[config.mk]
export PLATFORM = sky130hd
export DESIGN_NAME = usb_fs_rx_flat
export DESIGN_NICKNAME = d
export VERILOG_FILES = /design/src/rtl/usb_fs_rx_if.sv /design/src/rtl/usb_fs_rx.sv /design/src/flat_wrapper.sv
export SDC_FILE = /design/constraint.sdc
export NUM_CORES = 1
export LEC_CHECK = 0
export CAP_MARGIN = 10
export CELL_PAD_IN_SITES_DETAIL_PLACEMENT = 1
export CELL_PAD_IN_SITES_GLOBAL_PLACEMENT = 1
export CORE_MARGIN = 2
export CORE_UTILIZATION = 41
export DETAILED_ROUTE_END_ITERATION = 8
export PLACE_DENSITY = 0.86
export SLEW_MARGIN = 20
export SYNTH_ARGS = -nofsm -noshare
export SYNTH_HDL_FRONTEND = slang
export SYNTH_SLANG_ARGS = --single-unit
[constraint.sdc]
create_clock -name clk -period 2.14 [get_ports clk]
set_clock_uncertainty 0.15 [all_clocks]
set_input_delay 0.428 -clock clk [delete_from_list [all_inputs] [get_ports clk]]
set_output_delay 0.428 -clock clk [all_outputs]
set_load 0.02 [all_outputs]
[src/rtl/usb_fs_rx_if.sv]
// Receive-side bundle of one full-speed USB port: raw D+/D- in, decoded byte stream out.
// master = the receiver (usb_fs_rx), slave = line driver / packet consumer.
interface usb_fs_rx_if;
    logic       dp;
    logic       dm;
    logic       rx_active;
    logic       rx_valid;
    logic [7:0] rx_data;
    logic       rx_pid;
    logic       rx_eop;
    logic       rx_error;
    logic       usb_reset;

    modport master (
        input  dp, dm,
        output rx_active, rx_valid, rx_data, rx_pid, rx_eop, rx_error, usb_reset
    );

    modport slave (
        output dp, dm,
        input  rx_active, rx_valid, rx_data, rx_pid, rx_eop, rx_error, usb_reset
    );
endinterface

[src/rtl/usb_fs_rx.sv]
// Full-speed USB receive front end: 4x oversampled clock recovery, NRZI decode, SYNC, unstuffing.
// Optional PID complement check enabled by defining USB_RX_PID_CHECK_EN.
module usb_fs_rx #(
    parameter int RESET_CLKS = 120,
    parameter int IDLE_BITS  = 8
) (
    input  logic        clk,
    input  logic        rst,
    usb_fs_rx_if.master bus
);
    localparam int SE0_W  = $clog2(RESET_CLKS + 1);
    localparam int IDLE_W = $clog2(IDLE_BITS + 1);

    localparam logic [1:0] LS_SE0 = 2'b00;
    localparam logic [1:0] LS_K   = 2'b01;
    localparam logic [1:0] LS_J   = 2'b10;
    localparam logic [1:0] LS_SE1 = 2'b11;

    localparam logic [2:0] ST_IDLE  = 3'd0;
    localparam logic [2:0] ST_SYNC  = 3'd1;
    localparam logic [2:0] ST_DATA  = 3'd2;
    localparam logic [2:0] ST_EOP   = 3'd3;
    localparam logic [2:0] ST_ERROR = 3'd4;

    logic [1:0] w_raw;
    logic [1:0] w_line;

    assign w_raw = {bus.dp, bus.dm};

    // Bit 1 carries D+, bit 0 carries D-; both idle at J after reset.
    generate
        for (genvar gi = 0; gi < 2; gi++) begin : g_sync
            logic r_meta;
            logic r_sync;
            always_ff @(posedge clk) begin
                if (rst) begin
                    r_meta <= LS_J[gi];
                    r_sync <= LS_J[gi];
                end else begin
                    r_meta <= w_raw[gi];
                    r_sync <= r_meta;
                end
            end
            assign w_line[gi] = r_sync;
        end
    endgenerate

    logic [1:0] r_line_prev;
    logic [1:0] r_phase;
    logic [1:0] w_phase;
    logic       w_strobe;

    // Phase is 0 in the clk where a transition is seen, so sampling lands two clks after each edge.
    assign w_phase  = (w_line != r_line_prev) ? 2'd0 : r_phase + 2'd1;
    assign w_strobe = (w_phase == 2'd2);

    always_ff @(posedge clk) begin
        if (rst) begin
            r_line_prev <= LS_J;
            r_phase     <= 2'd0;
        end else begin
            r_line_prev <= w_line;
            r_phase     <= w_phase;
        end
    end

    logic             w_se0;
    logic [SE0_W-1:0] r_se0_cnt;

    assign w_se0 = (w_line == LS_SE0);

    always_ff @(posedge clk) begin
        if (rst || !w_se0) begin
            r_se0_cnt <= '0;
        end else if (r_se0_cnt != SE0_W'(RESET_CLKS)) begin
            r_se0_cnt <= r_se0_cnt + 1'b1;
        end
    end

    assign bus.usb_reset = w_se0 && (r_se0_cnt >= SE0_W'(RESET_CLKS));

    logic [2:0]        r_state;
    logic [1:0]        r_prev_ls;
    logic [2:0]        r_cnt;
    logic [2:0]        r_ones;
    logic [2:0]        r_bitcnt;
    logic [7:0]        r_shift;
    logic              r_first;
    logic [IDLE_W-1:0] r_idle_cnt;
    logic              r_rx_active;
    logic              r_rx_valid;
    logic [7:0]        r_rx_data;
    logic              r_rx_pid;
    logic              r_rx_eop;
    logic              r_rx_error;

    logic       w_is_j;
    logic       w_is_k;
    logic       w_is_se;
    logic       w_bit;
    logic [7:0] w_byte;
    logic       w_pid_bad;
    logic       w_fail;

    assign w_is_j  = (w_line == LS_J);
    assign w_is_k  = (w_line == LS_K);
    assign w_is_se = (w_line == LS_SE0) || (w_line == LS_SE1);
    assign w_bit   = (w_line == r_prev_ls);
    assign w_byte  = {w_bit, r_shift[7:1]};

`ifdef USB_RX_PID_CHECK_EN
    assign w_pid_bad = r_first && (w_byte[7:4] != ~w_byte[3:0]);
`else
    assign w_pid_bad = 1'b0;
`endif

    // Every condition that sends the FSM to ERROR, evaluated on the current strobe.
    always_comb begin
        w_fail = 1'b0;
        if (w_strobe) begin
            case (r_state)
                ST_IDLE: w_fail = (w_line == LS_SE1);
                ST_SYNC: w_fail = w_is_se || (w_bit != (r_cnt == 3'd7));
                ST_DATA: w_fail = !w_is_se &&
                                  ((r_ones == 3'd6) ? w_bit : ((r_bitcnt == 3'd7) && w_pid_bad));
                ST_EOP:  w_fail = w_is_k;
                default: w_fail = 1'b0;
            endcase
        end
    end

    always_ff @(posedge clk) begin
        if (rst) begin
            r_state     <= ST_IDLE;
            r_prev_ls   <= LS_J;
            r_cnt       <= 3'd0;
            r_ones      <= 3'd0;
            r_bitcnt    <= 3'd0;
            r_shift     <= 8'h00;
            r_first     <= 1'b0;
            r_idle_cnt  <= '0;
            r_rx_active <= 1'b0;
            r_rx_valid  <= 1'b0;
            r_rx_data   <= 8'h00;
            r_rx_pid    <= 1'b0;
            r_rx_eop    <= 1'b0;
            r_rx_error  <= 1'b0;
        end else begin
            r_rx_valid <= 1'b0;
            r_rx_pid   <= 1'b0;
            r_rx_eop   <= 1'b0;
            r_rx_error <= 1'b0;
            if (w_strobe) begin
                r_prev_ls <= w_line;
            end
            if (w_fail) begin
                r_state     <= ST_ERROR;
                r_rx_error  <= 1'b1;
                r_rx_active <= 1'b0;
                r_idle_cnt  <= '0;
            end else if (w_strobe) begin
                case (r_state)
                    ST_IDLE: begin
                        if (w_is_k) begin
                            r_state <= ST_SYNC;
                            r_cnt   <= 3'd1;
                        end
                    end
                    ST_SYNC: begin
                        if (r_cnt == 3'd7) begin
                            r_state     <= ST_DATA;
                            r_rx_active <= 1'b1;
                            r_ones      <= 3'd0;
                            r_bitcnt    <= 3'd0;
                            r_first     <= 1'b1;
                        end else begin
                            r_cnt <= r_cnt + 3'd1;
                        end
                    end
                    ST_DATA: begin
                        if (w_is_se) begin
                            r_state     <= ST_EOP;
                            r_rx_active <= 1'b0;
                            if (r_bitcnt == 3'd0) begin
                                r_rx_eop <= 1'b1;
                            end else begin
                                r_rx_error <= 1'b1;
                            end
                        end else if (r_ones == 3'd6) begin
                            r_ones <= 3'd0;
                        end else begin
                            r_ones   <= w_bit ? r_ones + 3'd1 : 3'd0;
                            r_shift  <= w_byte;
                            r_bitcnt <= r_bitcnt + 3'd1;
                            if (r_bitcnt == 3'd7) begin
                                r_rx_valid <= 1'b1;
                                r_rx_pid   <= r_first;
                                r_rx_data  <= w_byte;
                                r_first    <= 1'b0;
                            end
                        end
                    end
                    ST_EOP: begin
                        if (w_is_j) begin
                            r_state <= ST_IDLE;
                        end
                    end
                    ST_ERROR: begin
                        if (!w_is_j) begin
                            r_idle_cnt <= '0;
                        end else if (r_idle_cnt == IDLE_W'(IDLE_BITS - 1)) begin
                            r_state <= ST_IDLE;
                        end else begin
                            r_idle_cnt <= r_idle_cnt + 1'b1;
                        end
                    end
                    default: r_state <= ST_IDLE;
                endcase
            end
        end
    end

    assign bus.rx_active = r_rx_active;
    assign bus.rx_valid  = r_rx_valid;
    assign bus.rx_data   = r_rx_data;
    assign bus.rx_pid    = r_rx_pid;
    assign bus.rx_eop    = r_rx_eop;
    assign bus.rx_error  = r_rx_error;
endmodule

[src/flat_wrapper.sv]
// flat-port wrapper written by rule: the top's interface ports become plain ports
module usb_fs_rx_flat 
#(
    parameter int RESET_CLKS = 120,
    parameter int IDLE_BITS  = 8
)
  (clk, rst, bus_dp, bus_dm, bus_rx_active, bus_rx_valid, bus_rx_data, bus_rx_pid, bus_rx_eop, bus_rx_error, bus_usb_reset);
  usb_fs_rx_if bus_i ();
  input  logic clk;
  input  logic rst;
  input wire logic [$bits(bus_i.dp)-1:0] bus_dp;
  input wire logic [$bits(bus_i.dm)-1:0] bus_dm;
  output wire logic [$bits(bus_i.rx_active)-1:0] bus_rx_active;
  output wire logic [$bits(bus_i.rx_valid)-1:0] bus_rx_valid;
  output wire logic [$bits(bus_i.rx_data)-1:0] bus_rx_data;
  output wire logic [$bits(bus_i.rx_pid)-1:0] bus_rx_pid;
  output wire logic [$bits(bus_i.rx_eop)-1:0] bus_rx_eop;
  output wire logic [$bits(bus_i.rx_error)-1:0] bus_rx_error;
  output wire logic [$bits(bus_i.usb_reset)-1:0] bus_usb_reset;
  assign bus_i.dp = bus_dp;
  assign bus_i.dm = bus_dm;
  assign bus_rx_active = bus_i.rx_active;
  assign bus_rx_valid = bus_i.rx_valid;
  assign bus_rx_data = bus_i.rx_data;
  assign bus_rx_pid = bus_i.rx_pid;
  assign bus_rx_eop = bus_i.rx_eop;
  assign bus_rx_error = bus_i.rx_error;
  assign bus_usb_reset = bus_i.usb_reset;
  usb_fs_rx #(.RESET_CLKS(RESET_CLKS), .IDLE_BITS(IDLE_BITS)) u_core (.clk(clk), .rst(rst), .bus(bus_i));
endmodule
==> results.md <==
* Crit path from: u_core.r_cnt[1]
* Synth Register Bits at 54
* Fin cells at 398
* Total number of vias at 2,203
* Synth Warn # at 0
* Mapped Area at 2560 um^2
* Power per Cell Area at 575 nW/um^2
* I/O pin count at 18
* FFs w/ async S/R, synth at 0%
* Remaining antenna violation count at 0
* CTS tree: yes
* Number of flops mapped to enable cells by yosys at 0
* LEAKAGE at 0.00127 uW
* CTS Buf Count at 5
* Simple-Gate Fraction of Synth Area at 24.0%
* Worst slew margin at 67.5%
* Number of global-route vias before repair at 2,313
* Register area share after synthesis at 42.2%
* Yosys top cell area share at 42.2%
* Die width at 83 um
* Slew @ Worst Pin at 487 ps
* Main flop type after synthesis: dfxtp_1
* Critical path type: reg -> reg
* Max IR drop VDD at 0.000355 V
* PortBufs at 17
* Design Area, Final at 3300 um^2
* Proportion of synthesized area in mux cells at 6.65%
* Max-slew violation count at 0
* Status: finished, violations left
* Die area at 6890 um^2
* Startpoint types: flip-flop
* Routed WL per cell at 17.4 um
* Clock transition at path regs at 100 ps
* Final setup TNS at -191 ps
* Syn Nets at 291
* Minimum clock period at 2220 ps
* Number of max-cap violations at 0
* Routed WL at 6940 um
* Clock root cell: clkbuf_8
* Final hold viol count at 0
* Largest net degree at the start of global routing at 26
* # nets final at 340
* CTS Hold Buffers Added at 0
* Die H at 83 um
* Synthesized instance count at 273
* Crit path capture type: flip-flop
* Clk sink count at 54
* Fmax at 0.451 GHz
* P&R area growth vs syn at 28.9%
* CTS max path bufs at 2
* Global route overflow at 0
* Placed Cells at 380
* Most frequent cells after synthesis: 54 x dfxtp_1, 33 x nor2_1, 25 x nand2_1
* Core area at 5990 um^2
* Post-Synth XOR/XNOR Area at 3.72%
* Worst-Skew Late Latency at 320 ps
* Post-route setup slack at -78.8 ps
* Adder-Cell Fraction of Synth Area at 6.85%
* Worst-path fanout max at 8
* CP Data Arrival Time at 2290 ps
* Synth top area cells: dfxtp_1 42%, ha_1 6.8%, mux2i_1 6.7%
* Ant diodes at 0
* Vias/cell at 5.54
* DRT Pass-1 Iters at 4
* Initial core utilization at 42.7%
* Final Core Density at 55.1%
* Avg Cell Area, Syn at 9.37 um^2
* RR Startpoint: u_core.r_cnt[1]
* Sequential Area at 1100 um^2
* Req. time, crit path at 2210 ps
* Largest area contributor in the netlist: dfxtp_1
* Worst min path class: reg -> reg
* Hold Crit Start: u_core.g_sync[1].r_meta
* Share of cells above drive strength 1 at 26.0%
* Post-synthesis compound-gate area fraction at 12.7%
* Post-placement cell area at 2970 um^2
* Period utilization at 104%
* # fillers at 678
* Row cnt at 28
* # DRC at 0
* Final Setup Violations at 4
* Most frequent cell after synthesis: dfxtp_1
* GRT Total Usage at 19.4%
* RSZ-0062 raised after global routing: yes
* # H-tree levels at 2
* Violated checks: setup timing
* RePlAce Congestion at 0.887
* Initial DRC Count at 87
* First-pass GRT wire length at 11,000 um
* Multi-input gate area at 1500 um^2
* Synth cell types at 52
* Hpwl dp at 4660 um
* Initial antenna violation count at 0
* Largest family of logic cells by synthesized area: simple AND/OR/NAND/NOR gates
-- where the power goes --
part / switching (uW) / internal (uW) / leakage (uW)
Clock: 366 / 357 / 0.0000563
Combinational: 85.9 / 64.4 / 0.000776
Sequential: 11.0 / 1010 / 0.000440
Total: 463 / 1430 / 0.00127
-- routing by layer --
layer / global-route usage [%] / share of wire (%) / wire length [um] / up-vias
met5: 0 / 0 / 0 / -
met4: 8.20 / 3.1 / 216 / 0
met3: 4.37 / 3.3 / 230 / 25
met2: 34.3 / 50 / 3480 / 49
met1: 22.5 / 43 / 3010 / 1085
li1: - / - / - / 1044
-- placed cells by master, fill, tap and decap left out, drive strengths merged, types with 7 or more instances in the layout --
cell type / instances
a21oi: 13
buf: 35
clkdlybuf4s50: 16
dfxtp: 54
ha: 14
inv: 12
mux2i: 17
nand2: 25
nand3: 10
nor2: 34
nor3: 7
o21ai: 9
-- through the flow --
stage	power, uW	setup slack (ps)	hold WS [ps]
2_1_floorplan	1120	39.5	239
3_3_place_gp	1170	53.7	260
3_5_place_dp	1180	-99.2	272
4_1_cts	1900	0.783	296
5_1_grt	1960	-143	303
6_report	1900	-78.8	290
-- critical path: stages (launching register included) --
cell and delay, ps:
dfxtp_2 380, ha_4 150, ha_4 130, or4bb_1 420
o21ba_4 270, a211oi_4 70, buf_4 180, and3_4 140
a31o_2 210
-- kinds of logic after synthesis --
logic type               count (synthesis)
AND/OR/NAND/NOR                        114
flip-flops                              54
AO/OA/AOI/OAI                           42
buffers and inverters                   22
multiplexers                            17
adder cells (fa/ha/maj)                 14
XOR/XNOR                                10
-- flip-flops by register name (all words and copies together) (netlist names), 2 cells and up --
register              count
u_core.bus.rx_data        8
u_core.g_sync.r_meta      2
u_core.g_sync.r_sync      2
u_core.r_bitcnt           3
u_core.r_cnt              3
u_core.r_idle_cnt         4
u_core.r_line_prev        2
u_core.r_ones             3
u_core.r_phase            2
u_core.r_prev_ls          2
u_core.r_se0_cnt          7
u_core.r_shift            7
u_core.r_state            3
-- path summary, 6_finish.rpt --
kind                                                end  cells after the start  slack (ps)
worst max-delay path                    u_core.r_cnt[1]                      8         -80
worst min-delay path            u_core.g_sync[1].r_sync                      1         290
worst max register to register          u_core.r_cnt[1]                      8         -80
worst min register to register  u_core.g_sync[1].r_sync                      1         290
-- timing repair --
| item | in CTS | in global routing |
|---|---|---|
| pin swaps | 5 | 17 |
| resized for setup | 11 | 21 |
| hold endpoints to repair | 0 | 0 |
| buffers inserted | 4 | 8 |
| endpoints found under the setup margin | 17 | 30 |
-- final cells by class --
type	count	share of cell area (%)
clock buffer	5	2.09
clock inverter	3	1.48
inverter	12	1.37
multi-input combinational	197	45.5
sequential	54	33.3
tap	75	2.85
timing repair buffer	52	13.4
(Power assumes the default switching activity.)
